## src/rtl/sdram_init_ref_sched.sv

```systemverilog
// -----------------------------------------------------------------------------
// sdram_init_ref_sched
//
// Drives the SDRAM command bus through the power-up sequence (NOP wait,
// PRECHARGE-ALL, NUM_AREF AUTO-REFRESHes, LOAD MODE), then raises init_done.
// After init it keeps a periodic refresh timer. Pending refreshes are counted
// in a 3-bit saturating counter and served by borrowing the command bus from
// the main transfer controller through ref_req / ref_gnt.
//
// Ports
//   sdram_clk     in   clock
//   sdram_resetn  in   asynchronous active-low reset
//   ref_gnt       in   main controller has released the bus
//   init_done     out  init complete, sticky until reset
//   ref_req       out  refresh pending, bus requested
//   ref_done      out  one-cycle pulse when a refresh completes
//   cmd_own       out  this block owns the SDRAM command bus
//   sdr_cs_n      out  chip select (always asserted)
//   sdr_ras_n     out  RAS
//   sdr_cas_n     out  CAS
//   sdr_we_n      out  WE
//   sdr_ba        out  bank address (always 0)
//   sdr_addr      out  address: bit10 for PRECHARGE-ALL, MODE_REG for LOAD MODE
//   ref_ovf       out  sticky: pending refresh counter saturated
// -----------------------------------------------------------------------------
module sdram_init_ref_sched #(
    parameter int                INIT_WAIT    = 500,
    parameter int                TRP          = 2,
    parameter int                TRFC         = 7,
    parameter int                TMRD         = 2,
    parameter int                NUM_AREF     = 2,
    parameter int                REF_INTERVAL = 780,
    parameter int                ADDR_W       = 13,
    parameter logic [ADDR_W-1:0] MODE_REG     = ADDR_W'('h033)
) (
    input  logic              sdram_clk,
    input  logic              sdram_resetn,
    input  logic              ref_gnt,
    output logic              init_done,
    output logic              ref_req,
    output logic              ref_done,
    output logic              cmd_own,
    output logic              sdr_cs_n,
    output logic              sdr_ras_n,
    output logic              sdr_cas_n,
    output logic              sdr_we_n,
    output logic [1:0]        sdr_ba,
    output logic [ADDR_W-1:0] sdr_addr,
    output logic              ref_ovf
);

    // {ras_n, cas_n, we_n}
    typedef enum logic [2:0] {
        CMD_NOP = 3'b111,
        CMD_PRE = 3'b010,
        CMD_REF = 3'b001,
        CMD_MRS = 3'b000
    } cmd_t;

    // Each command state means "that command is on the bus this cycle";
    // the matching _W state is the gap that follows it.
    typedef enum logic [3:0] {
        S_WAIT, S_PRE, S_PRE_W, S_AREF, S_AREF_W, S_MRS, S_MRS_W,
        S_IDLE, S_REQ, S_RPRE, S_RPRE_W, S_RAREF, S_RAREF_W
    } state_t;

    localparam int MAX_A   = (INIT_WAIT > TRP) ? INIT_WAIT : TRP;
    localparam int MAX_B   = (TRFC > TMRD) ? TRFC : TMRD;
    localparam int CNT_MAX = (MAX_A > MAX_B) ? MAX_A : MAX_B;
    localparam int CNT_W   = $clog2(CNT_MAX + 1);
    localparam int AREF_W  = $clog2(NUM_AREF + 1);
    localparam int TMR_W   = $clog2(REF_INTERVAL + 1);

    localparam logic [CNT_W-1:0]  C_INIT_WAIT = CNT_W'(INIT_WAIT);
    localparam logic [CNT_W-1:0]  C_TRP       = CNT_W'(TRP);
    localparam logic [CNT_W-1:0]  C_TRFC      = CNT_W'(TRFC);
    localparam logic [CNT_W-1:0]  C_TMRD      = CNT_W'(TMRD);
    localparam logic [CNT_W-1:0]  C_CNT_ONE   = CNT_W'(1);
    localparam logic [AREF_W-1:0] C_AREF_LAST = AREF_W'(NUM_AREF - 1);
    localparam logic [AREF_W-1:0] C_AREF_ONE  = AREF_W'(1);
    localparam logic [TMR_W-1:0]  C_TMR_LAST  = TMR_W'(REF_INTERVAL - 1);
    localparam logic [TMR_W-1:0]  C_TMR_ONE   = TMR_W'(1);
    localparam logic [ADDR_W-1:0] C_A10       = ADDR_W'(1024);

    state_t              r_state;
    cmd_t                r_cmd;
    logic [ADDR_W-1:0]   r_addr;
    logic [CNT_W-1:0]    r_cnt;
    logic [AREF_W-1:0]   r_aref_n;
    logic [TMR_W-1:0]    r_tmr;
    logic [2:0]          r_pend;
    logic                r_ovf;
    logic                r_init_done;
    logic                r_ref_req;
    logic                r_ref_done;
    logic                r_cmd_own;

    logic                w_tick;
    logic                w_done;
    logic [2:0]          w_pend_next;
    logic                w_ovf_set;

    assign w_tick = r_init_done && (r_tmr == C_TMR_LAST);
    assign w_done = ((r_state == S_RAREF) || (r_state == S_RAREF_W)) && (r_cnt == C_TRFC);

    // A tick and a completion in the same cycle cancel out.
    always_comb begin
        // NOTE: every always_comb output gets a default first so no path can
        // leave it unassigned and infer a latch.
        w_pend_next = r_pend;
        w_ovf_set   = 1'b0;
        if (w_tick && !w_done) begin
            if (r_pend == 3'd7) w_ovf_set   = 1'b1;
            else                w_pend_next = r_pend + 3'd1;
        end else if (w_done && !w_tick) begin
            w_pend_next = r_pend - 3'd1;
        end
    end

    // NOTE: state is updated with non-blocking assignments only, and the
    // reset branch is on the async edge so outputs drop without a clock.
    always_ff @(posedge sdram_clk or negedge sdram_resetn) begin
        if (!sdram_resetn) begin
            r_state     <= S_WAIT;
            r_cmd       <= CMD_NOP;
            r_addr      <= '0;
            r_cnt       <= '0;
            r_aref_n    <= '0;
            r_tmr       <= '0;
            r_pend      <= 3'd0;
            r_ovf       <= 1'b0;
            r_init_done <= 1'b0;
            r_ref_req   <= 1'b0;
            r_ref_done  <= 1'b0;
            r_cmd_own   <= 1'b1;
        end else begin
            r_cmd      <= CMD_NOP;
            r_addr     <= '0;
            r_ref_done <= 1'b0;
            r_pend     <= w_pend_next;
            if (w_ovf_set) r_ovf <= 1'b1;
            if (r_init_done) r_tmr <= (r_tmr == C_TMR_LAST) ? '0 : r_tmr + C_TMR_ONE;

            case (r_state)
                S_WAIT: begin
                    if (r_cnt == C_INIT_WAIT) begin
                        r_cmd   <= CMD_PRE;
                        r_addr  <= C_A10;
                        r_cnt   <= C_CNT_ONE;
                        r_state <= S_PRE;
                    end else begin
                        r_cnt <= r_cnt + C_CNT_ONE;
                    end
                end
                S_PRE, S_PRE_W: begin
                    if (r_cnt == C_TRP) begin
                        r_cmd   <= CMD_REF;
                        r_cnt   <= C_CNT_ONE;
                        r_state <= S_AREF;
                    end else begin
                        r_cnt   <= r_cnt + C_CNT_ONE;
                        r_state <= S_PRE_W;
                    end
                end
                S_AREF, S_AREF_W: begin
                    if (r_cnt == C_TRFC) begin
                        r_cnt <= C_CNT_ONE;
                        if (r_aref_n == C_AREF_LAST) begin
                            r_cmd   <= CMD_MRS;
                            r_addr  <= MODE_REG;
                            r_state <= S_MRS;
                        end else begin
                            r_cmd    <= CMD_REF;
                            r_aref_n <= r_aref_n + C_AREF_ONE;
                            r_state  <= S_AREF;
                        end
                    end else begin
                        r_cnt   <= r_cnt + C_CNT_ONE;
                        r_state <= S_AREF_W;
                    end
                end
                S_MRS, S_MRS_W: begin
                    if (r_cnt == C_TMRD) begin
                        r_init_done <= 1'b1;
                        r_cmd_own   <= 1'b0;
                        r_state     <= S_IDLE;
                    end else begin
                        r_cnt   <= r_cnt + C_CNT_ONE;
                        r_state <= S_MRS_W;
                    end
                end
                // Looks at the next pending value so a tick raises ref_req
                // in the very cycle it lands.
                S_IDLE: begin
                    if (w_pend_next != 3'd0) begin
                        r_ref_req <= 1'b1;
                        r_state   <= S_REQ;
                    end
                end
                S_REQ: begin
                    if (ref_gnt) begin
                        r_cmd_own <= 1'b1;
                        r_cmd     <= CMD_PRE;
                        r_addr    <= C_A10;
                        r_cnt     <= C_CNT_ONE;
                        r_state   <= S_RPRE;
                    end
                end
                S_RPRE, S_RPRE_W: begin
                    if (r_cnt == C_TRP) begin
                        r_cmd   <= CMD_REF;
                        r_cnt   <= C_CNT_ONE;
                        r_state <= S_RAREF;
                    end else begin
                        r_cnt   <= r_cnt + C_CNT_ONE;
                        r_state <= S_RPRE_W;
                    end
                end
                // ref_gnt is not consulted here: once started, a refresh
                // always runs to completion.
                S_RAREF, S_RAREF_W: begin
                    if (w_done) begin
                        r_ref_done <= 1'b1;
                        r_ref_req  <= 1'b0;
                        r_cmd_own  <= 1'b0;
                        r_state    <= S_IDLE;
                    end else begin
                        r_cnt   <= r_cnt + C_CNT_ONE;
                        r_state <= S_RAREF_W;
                    end
                end
                default: r_state <= S_WAIT;
            endcase
        end
    end

    assign init_done = r_init_done;
    assign ref_req   = r_ref_req;
    assign ref_done  = r_ref_done;
    assign cmd_own   = r_cmd_own;
    assign sdr_cs_n  = 1'b0;
    assign {sdr_ras_n, sdr_cas_n, sdr_we_n} = r_cmd;
    assign sdr_ba    = 2'b00;
    assign sdr_addr  = r_addr;
    assign ref_ovf   = r_ovf;

endmodule

```

## config.mk

```make
export PLATFORM = sky130hd
export DESIGN_NAME = sdram_init_ref_sched
export DESIGN_NICKNAME = d
export VERILOG_FILES = /design/src/rtl/sdram_init_ref_sched.sv
export SDC_FILE = /design/constraint.sdc
export NUM_CORES = 1
export LEC_CHECK = 0
export CAP_MARGIN = 25
export CORE_MARGIN = 8
export CORE_UTILIZATION = 38
export DETAILED_ROUTE_END_ITERATION = 8
export GPL_TIMING_DRIVEN = 0
export PLACE_DENSITY = 0.67
export SLEW_MARGIN = 25
export SYNTH_ARGS = -nofsm -noshare
export SYNTH_HDL_FRONTEND = slang
export SYNTH_SLANG_ARGS = --single-unit
```

## constraint.sdc

```tcl
create_clock -name sdram_clk -period 2.8 [get_ports sdram_clk]
set_input_delay 0.56 -clock sdram_clk [delete_from_list [all_inputs] [get_ports sdram_clk]]
set_output_delay 0.56 -clock sdram_clk [all_outputs]
set_load 0.01 [all_outputs]
```

After elaboration in Yosys (flattened, before gate mapping)
Index checks and enable logic that the tools add are counted.
{ "classes": {"bitwise": 1, "n_shift": 0, "mux": 42, "add_sub_neg": 5, "div": 0, "n_reduce_logical": 24, "n_lt_le_gt_ge": 0, "mul": 0, "eq_ne": 25} }
{ "ops": {"columns": ["operator", "count"], "rows": [
  ["$mux 9", 6],
  ["$pmux 9 s6", 1],
  ["$pmux 11 s3", 1],
  ["$pmux 4 s8", 1],
  ["$mux 3", 8],
  ["$mux 11", 2],
  ["$eq 4x4->1 const B", 5],
  ["$mux 4", 5],
  ["$eq 4x3->1 const B", 4],
  ["$ne 2x2->1 const B", 7],
  ["$mux 1", 12],
  ["$mux 6", 2],
  ["$pmux 3 s4", 1],
  ["$add 10x1->10 const B", 1],
  ["$eq 10x10->1 const B", 1],
  ["$mux 10", 1],
  ["$reduce_or 2->1", 5],
  ["$add 9x1->9 const B", 1],
  ["$eq 9x2->1 const B", 1],
  ["$eq 9x3->1 const B", 1],
  ["$eq 9x9->1 const B", 1],
  ["$reduce_and 3->1", 3],
  ["$eq 4x2->1 const B", 2],
  ["$reduce_and 4->1", 2],
  ["other kinds (18)", 23]
]} }
{ "word_totals": {"in_bits": 3, "rom_bits": 0, "register_bits": 49, "mem_bits_rw": 0, "mem_count": 0, "latchBits": 0} }

Depth between registers and ports, before layout
Gate-level depths: netlist of run 1.
{ "depth": {"word_depth": 9, "depth_mapped": 9, "mapped_depth_nobuf": 8} }

Worst setup path before layout of run 1
No wires, ideal clock.
{ "synth_timing": {"kind": "register -> register", "startpoint": "register r_cnt[0]", "endpoint": "register r_state[3]", "stages_incl_launch_ff": 10, "n_path_buf": 1, "path_slack_ps": 720, "arrival_ps": 1950, "setup_ps": 130, "period_less_slack_ps": 2080, "path_cell_list": "dfrtp_1 -> ha_1 -> and2_1 -> clkbuf_1 -> o2111ai_4 -> inv_4 -> or3_1 -> a211oi_1 -> or2_2 -> a21oi_1"} }
{ "synth_via": {"elab_chain_cells": 8, "elab_cells_between_ends": 14, "classes_between": "4 x eq/ne; 4 x mux; 6 x reduce/logical"} }
{ "synth_rtl": {"columns": ["element", "line_no", "rtl"], "rows": [
  ["from (decl)", "88", "logic [CNT_W-1:0] r_cnt;"],
  ["from (signal assigned)", "152", "r_cnt <= r_cnt + C_CNT_ONE;"],
  ["from (signal assigned)", "161", "r_cnt <= r_cnt + C_CNT_ONE;"],
  ["from (signal assigned)", "178", "r_cnt <= r_cnt + C_CNT_ONE;"],
  ["$eq 9x3->1", "104, 166", null],
  ["$logic_and 1x1->1", "104", "assign w_done = ((r_state == S_RAREF) || (r_state == S_RAREF_W)) && (r_cnt == C_TRFC);"],
  ["$logic_and 1x1->1 / $logic_not 1->1 (equally long branches)", "115, 112", null],
  ["$mux 3 / $logic_and 1x1->1 (equally long branches)", "115, 112", null],
  ["$mux 3", "112", "if (w_tick && !w_done) begin"],
  ["$reduce_bool 3->1", "195", "if (w_pend_next != 3'd0) begin"],
  ["$ne 2x2->1 (no line)", null, null],
  ["$reduce_and 3->1 (no line)", null, null],
  ["to (signal assigned)", "124", "r_state <= S_WAIT;"],
  ["to (signal assigned)", "197", "r_state <= S_REQ;"],
  ["to (signal assigned)", "206", "r_state <= S_RPRE;"],
  ["to (decl)", "85", "state_t r_state;"]
]} }
Several ways; a longest one is shown, not always the timed one.
A chain may end at the register's enable or synchronous reset.

Worst setup path in the final report of run 1
{ "layout_timing": {"startpoint": "register r_state[1]", "endpoint": "register r_cnt[0]"} }
{ "layout_via": {"elab_chain_cells": 5, "elab_cells_between_ends": 24, "classes_between": "14 x eq/ne; 1 x mux; 9 x reduce/logical"} }
{ "layout_rtl": {"columns": ["element", "line_no", "rtl"], "rows": [
  ["from (signal assigned)", "124", null],
  ["from (signal assigned)", "150", "r_state <= S_PRE;"],
  ["from (signal assigned)", "159", "r_state <= S_AREF;"],
  ["branches (longest 5 deep; another with $reduce_bool 6->1)", null, null]
]} }
Parallel ways; which one is timed is not known.

==> results of run 1 <==
-- path summary, 6_finish.rpt --
| path | startpoint | endpoint | slack [ns] |
|---|---|---|---|
| worst max register to register | r_state[1] | r_cnt[0] | 0.42 |
| worst min register to register | ref_ovf | ref_ovf | 0.47 |
| worst max-delay path | r_state[1] | r_cnt[0] | 0.42 |
| worst min-delay path | sdram_resetn | r_tmr[0] | 0.13 |
| max in group asynchronous | sdram_resetn | cmd_own | 2.15 |
| min in group sdram_clk | ref_ovf | ref_ovf | 0.47 |
-- kinds of logic after synthesis --
group | Yosys count | synth area share (%)
DFF | 38 | 40.6
muxes | 2 | 0.850
buffers and inverters | 35 | 8.13
other | 1 | 0.159
and+or+nand+nor | 96 | 22.1
adders and majority gates | 8 | 4.14
xor gates and xnor gates | 18 | 6.69
AOI/OAI and AO/OA | 57 | 17.3
-- power by group through the flow --
stage | Combinational [mW] | Clock, mW | Sequential, mW
2_1_floorplan | 0.768 | 0 | 0.840
3_3_place_gp | 1.05 | 0 | 0.843
3_5_place_dp | 1.07 | 0 | 0.848
4_1_cts | 1.08 | 0.488 | 0.838
5_1_grt | 1.22 | 0.508 | 0.861
6_report | 1.08 | 0.474 | 0.839
-- sequential cells by signal, indices dropped and copies added, names as in the netlist --
| signal | count |
|---|---|
| r_pend | 3 |
| cmd_own | 1 |
| ref_ovf | 1 |
| sdr_addr | 2 |
| init_done | 1 |
| r_cmd | 3 |
| r_aref_n | 2 |
| r_cnt | 9 |
| r_state | 4 |
| ref_done | 1 |
| ref_req | 1 |
| r_tmr | 10 |
-- layout by cell type (no fill, tap or decap), types with 5 or more instances in the layout --
cell type / instances
o21ai_0: 13
conb_1: 11
clkbuf_8: 5
nor2_1: 26
dfrtp_1: 34
nand3_1: 9
xnor2_1: 15
a21oi_1: 14
nor3_1: 6
inv_1: 10
clkdlybuf4s50_1: 14
buf_4: 14
clkbuf_1: 6
ha_1: 7
nor2b_1: 5
nand2_1: 18
nand4_1: 7
-- per-layer routing --
layer | vias to the layer above | share of wire, % | track usage, %
li1 | 949 | - | -
met2 | 54 | 45 | 18.0
met3 | 6 | 5.9 | 2.78
met1 | 903 | 47 | 15.6
met5 | - | 0 | 0
met4 | 0 | 1.4 | 4.81
-- cell type report --
type                    count  share of cell area [%]
clock buffers               5                    2.49
plain buffers              24                    5.34
repair buffers             16                    5.97
clock inverters             3                    1.63
well taps                  75                    3.39
inverters                  11                    1.58
flip-flops and latches     38                    34.6
multi-input cells         192                    45.0
-- through the flow --
| step | hold WS (ns) | instances | area (µm²) | setup WS, ns | total power, mW |
|---|---|---|---|---|---|
| 2_1_floorplan | 0.264 | 265 | 2390 | 0.720 | 1.61 |
| 3_3_place_gp | 0.455 | 355 | 2640 | 0.268 | 1.89 |
| 3_5_place_dp | 0.455 | 356 | 2650 | 0.478 | 1.92 |
| 4_1_cts | 0.130 | 364 | 2770 | 0.458 | 2.41 |
| 5_1_grt | 0.140 | 364 | 2770 | 0.260 | 2.59 |
| 6_report | 0.133 | 364 | 2770 | 0.418 | 2.40 |
==> summary.txt, run 1 <==
CTS
  • CTS Hold Bufs: 0
  • H-tree depth: 2
  • Total CTS buffers: 5
  • CTS tree: done
  • Root Buffer: clkbuf_8
  • Number of buffers added for setup after CTS: 0
  • Clk_lat worst skew: 0.29 ns
  • Clock Sinks: 38
  • Cts repair resizes: 0
  • Clk pin slew, worst setup/hold paths: 0.08 ns
  • CTS Buffer Depth: 2

Setup path
  • Worst stage delay on the critical path: 0.64 ns
  • CP Depth: 7
  • Crit Path Class: reg2reg
  • Slowest CP cell: nor3_1
  • Critical Path RT: 3.02 ns
  • Startpoint class of the critical path: register
  • Crit path buf inv count: 1
  • Critical path endpoint category: register
  • Kind of cell adding the most delay to the critical path: simple AND/OR/NAND/NOR gates
  • Crit path DAT: 2.60 ns
  • R2R cell count: 7
  • Crit-path max FO: 10
  • CP cell instances: buf_2 > nor3_1 > nand2_1 > o21bai_2 > nor2_1 > nor3b_1 > a21oi_1

Floorplan
  • I/O pin count: 27
  • Row cnt: 28
  • Initial cell density of the core: 39.6%
  • Core outline area: 5960 µm²
  • Die Span Y: 94.7 µm
  • Die width: 94.7 µm
  • Die Area: 8980 µm²

Synth
  • Avg Inst Size Synth: 9.24 µm²
  • Synth top area share: 36.1%
  • Top area cells in the synthesized netlist: dfrtp_1 (36%), xnor2_1 (5.6%), buf_4 (4.5%), dfstp_2 (4.5%), nor2_1 (4.1%)
  • Flops & latches, synth: 38
  • Mapped Cells: 255
  • Top-count cell post-synth: dfrtp_1
  • Number of flops mapped to enable cells by yosys: 0
  • Cell area after synthesis: 2360 µm²
  • Ys flop type: dfrtp_1
  • Yosys cell types: 59
  • Seq/Total Area, Yosys: 40.6%
  • Syn. warnings: 0
  • Async set-or-reset flop fraction in the synthesized netlist: 100%
  • Top cells by count, synth: dfrtp_1 (34), nor2_1 (26), nand2_1 (18), xnor2_1 (15)
  • Dominant cell type by area after synthesis: dfrtp_1

Routing
  • Final WL: 5030 µm
  • Drt first pass iters: 4
  • Initial DRC Count: 139
  • DRC: 0
  • Via Count: 1,912
  • Wire per inst: 13.8 µm
  • Antenna Nets Post-Route: 0
  • Vias/cell: 5.25

Timing
  • Min cycle time layout: 2.38 ns
  • Final period util: 85.1%
  • RSZ-0062 raised after global routing: no
  • Worst-Margin Slew: 0.746 ns
  • Max frequency: 420 MHz
  • Slew Viols, Final: 0
  • Worst slew margin: 49.9%
  • TNS Setup: 0 ns
  • Final Hold Fails: 0
  • Skew final: 0.00586 ns
  • # setup viols final: 0

Layout
  • Share of layout cells above drive strength 1: 16.3%
  • Final Util: 46.4%
  • Multi-input combinational cell area: 1250 µm²
  • Fill count: 580
  • Area grow syn2layout: 17.4%
  • Layout Nets: 298
  • ANT cells: 0
  • Register area: 956 µm²

Placement
  • PortBufs: 15
  • DP HPWL: 3660 µm
  • Gpl congestion: 0.897

Power and ir drop
  • Sequential share of power: 35.0%
  • Clock share of power: 19.8%
  • Internal: 1.44 mW
  • Worst IR Drop VDD: 0.402 mV
  • Leak: 1.17 nW
  • Switching pwr: 0.952 mW
  • Switching Fraction: 39.7%
  • Comb pwr share: 45.2%
  • Pwr dens: 866 nW/µm²

GRT
  • Largest net degree at the start of global routing: 29
  • Antenna violations before repair: 0
  • Tot GR Track Use: 11.8%
  • GRT overflow: 0
  • First-pass GRT wire length: 8550 µm
  • Vias in the first global route: 1,834

Status
  • Run status: complete, no violations

Min path
  • Worst hold path type: in2async

Run
  • Max-cap check violation count: 0
Power figures use the tool's default switching activity.
==> run 2, diff against run 1 <==
CAP_MARGIN = 0   (was 25)
REMOVE_ABC_BUFFERS = 1   (was default)
SLEW_MARGIN = default   (was 25)
==> summary.txt, run 2 (synthesis gave the netlist of run 1 again) <==
Floorplan
  • Die Span Y: 94.7 µm
  • Core outline area: 5960 µm²
  • Row cnt: 28
  • Die width: 94.7 µm
  • Initial cell density of the core: 39.6%
  • Die Area: 8980 µm²
  • I/O pin count: 27

Layout
  • Most frequent cells in the layout: dfrtp_1 (34), nor2_1 (26), nand2_1 (18)
  • Area grow syn2layout: 11.3%
  • Regs by FF count: r_tmr x10, r_cnt x9, r_state x4
  • Fin area: 2620 µm²
  • Final std cells w/o fill: 339
  • ANT cells: 0
  • Commonest non-fill, non-tap cell in the layout: dfrtp_1
  • Share of layout cells above drive strength 1: 10.6%
  • Biggest register: r_tmr
  • Max reg flops: 10
  • Layout Nets: 273

Timing
  • Final period util: 87.4%
  • RSZ-0062 raised after global routing: no
  • Worst-Margin Slew: 0.853 ns
  • TNS Setup: 0 ns
  • Slew Viols, Final: 0
  • Min cycle time layout: 2.45 ns
  • Final Hold Fails: 0
  • Skew final: 0.00800 ns
  • Max frequency: 409 MHz
  • # setup viols final: 0
  • Worst slew margin: 43.1%

Setup path
  • CP startpoint: r_state[3]
  • Critical Path RT: 3.01 ns
  • Worst R2R Start: r_state[3]
  • Crit-path max FO: 18
  • Crit path DAT: 2.65 ns
  • Critical path endpoint category: register
  • Startpoint class of the critical path: register
  • Crit Path Class: reg2reg

CTS
  • Number of buffers added for setup after CTS: 0
  • H-tree depth: 2
  • Clk pin slew, worst setup/hold paths: 0.08 ns
  • CTS tree: done
  • CTS Buffer Depth: 2
  • Total CTS buffers: 5
  • Cts repair resizes: 0
  • Root Buffer: clkbuf_8
  • Clock Sinks: 38
  • Clk_lat worst skew: 0.29 ns
  • CTS Hold Bufs: 0

Power and ir drop
  • Pwr dens: 920 nW/µm²
  • Worst IR Drop VDD: 0.282 mV
  • Leak: 1.08 nW

Placement
  • Placed Area: 2480 µm²
  • Placed Cells: 331
  • Gpl congestion: 0.936
  • PortBufs: 15
  • DP HPWL: 3400 µm

Routing
  • Via Count: 1,822
  • DRC: 0
  • Final WL: 4750 µm
  • Initial DRC Count: 132
  • Vias/cell: 5.37
  • Wire per inst: 14.0 µm
  • Drt first pass iters: 4
  • Antenna Nets Post-Route: 0

GRT
  • Antenna violations before repair: 0
  • Vias in the first global route: 1,757
  • First-pass GRT wire length: 8150 µm
  • GRT overflow: 0
  • Largest net degree at the start of global routing: 39
  • Tot GR Track Use: 11.2%

Status
  • Run status: complete, no violations

Min path
  • Worst hold path type: in2async

Run
  • Max-cap check violation count: 0
[run 2: through the flow]
step	setup slack [ns]	util, %	total power, mW	hold WS (ns)
final	0.354	44.0	2.41	0.370
after global routing	0.221	44.0	2.59	0.453
after global placement	0.233	41.8	1.84	0.459
after floorplan	0.661	-	1.57	0.264
after CTS	0.374	44.0	2.43	0.393
after detailed placement	0.397	41.7	1.86	0.467
[run 2: layer usage]
layer	vias up	share of wire [%]	track usage [%]
li1	900	-	-
met3	4	4.6	2.78
met1	881	47	13.6
met2	37	48	19.2
met5	-	0	0
met4	0	0.53	3.25
[run 2: power by group]
| group | switching (mW) | internal (mW) | total, mW | leakage [nW] |
|---|---|---|---|---|
| Combinational | 0.506 | 0.435 | 0.941 | 0.525 |
| Sequential | 0.206 | 0.705 | 0.911 | 0.490 |
| Clock | 0.203 | 0.357 | 0.560 | 0.0683 |
| Total | 0.915 | 1.50 | 2.41 | 1.08 |
[run 2: path summary, 6_finish.rpt]
kind / slack, ns / cells past startpoint / end
min in group sdram_clk: 0.48 / 1 / ref_ovf
setup / recovery: 0.35 / 6 / r_state[2]
max in group asynchronous: 1.89 / 1 / r_cnt[8]
hold / removal: 0.37 / 1 / r_pend[0]
hold reg to reg: 0.48 / 1 / ref_ovf
setup reg to reg: 0.35 / 6 / r_state[2]
[run 2: layout make-up]
cell class | count | area, µm²
fillers | 606 | 3330
flip-flops and latches | 38 | 956
clock inverters | 3 | 68.8
inverters | 11 | 43.8
repair buffers | 15 | 145
well taps | 75 | 93.8
multi-input cells | 192 | 1250
clock buffers | 5 | 68.8
[run 2: critical path, stage by stage, from the launching register on]
cell and delay [ns]:
dfrtp_1 0.68, nor4bb_2 0.45, o2111ai_4 0.24, or4_1 0.58, o31ai_2 0.11, o21bai_2 0.14, o221ai_2 0.16
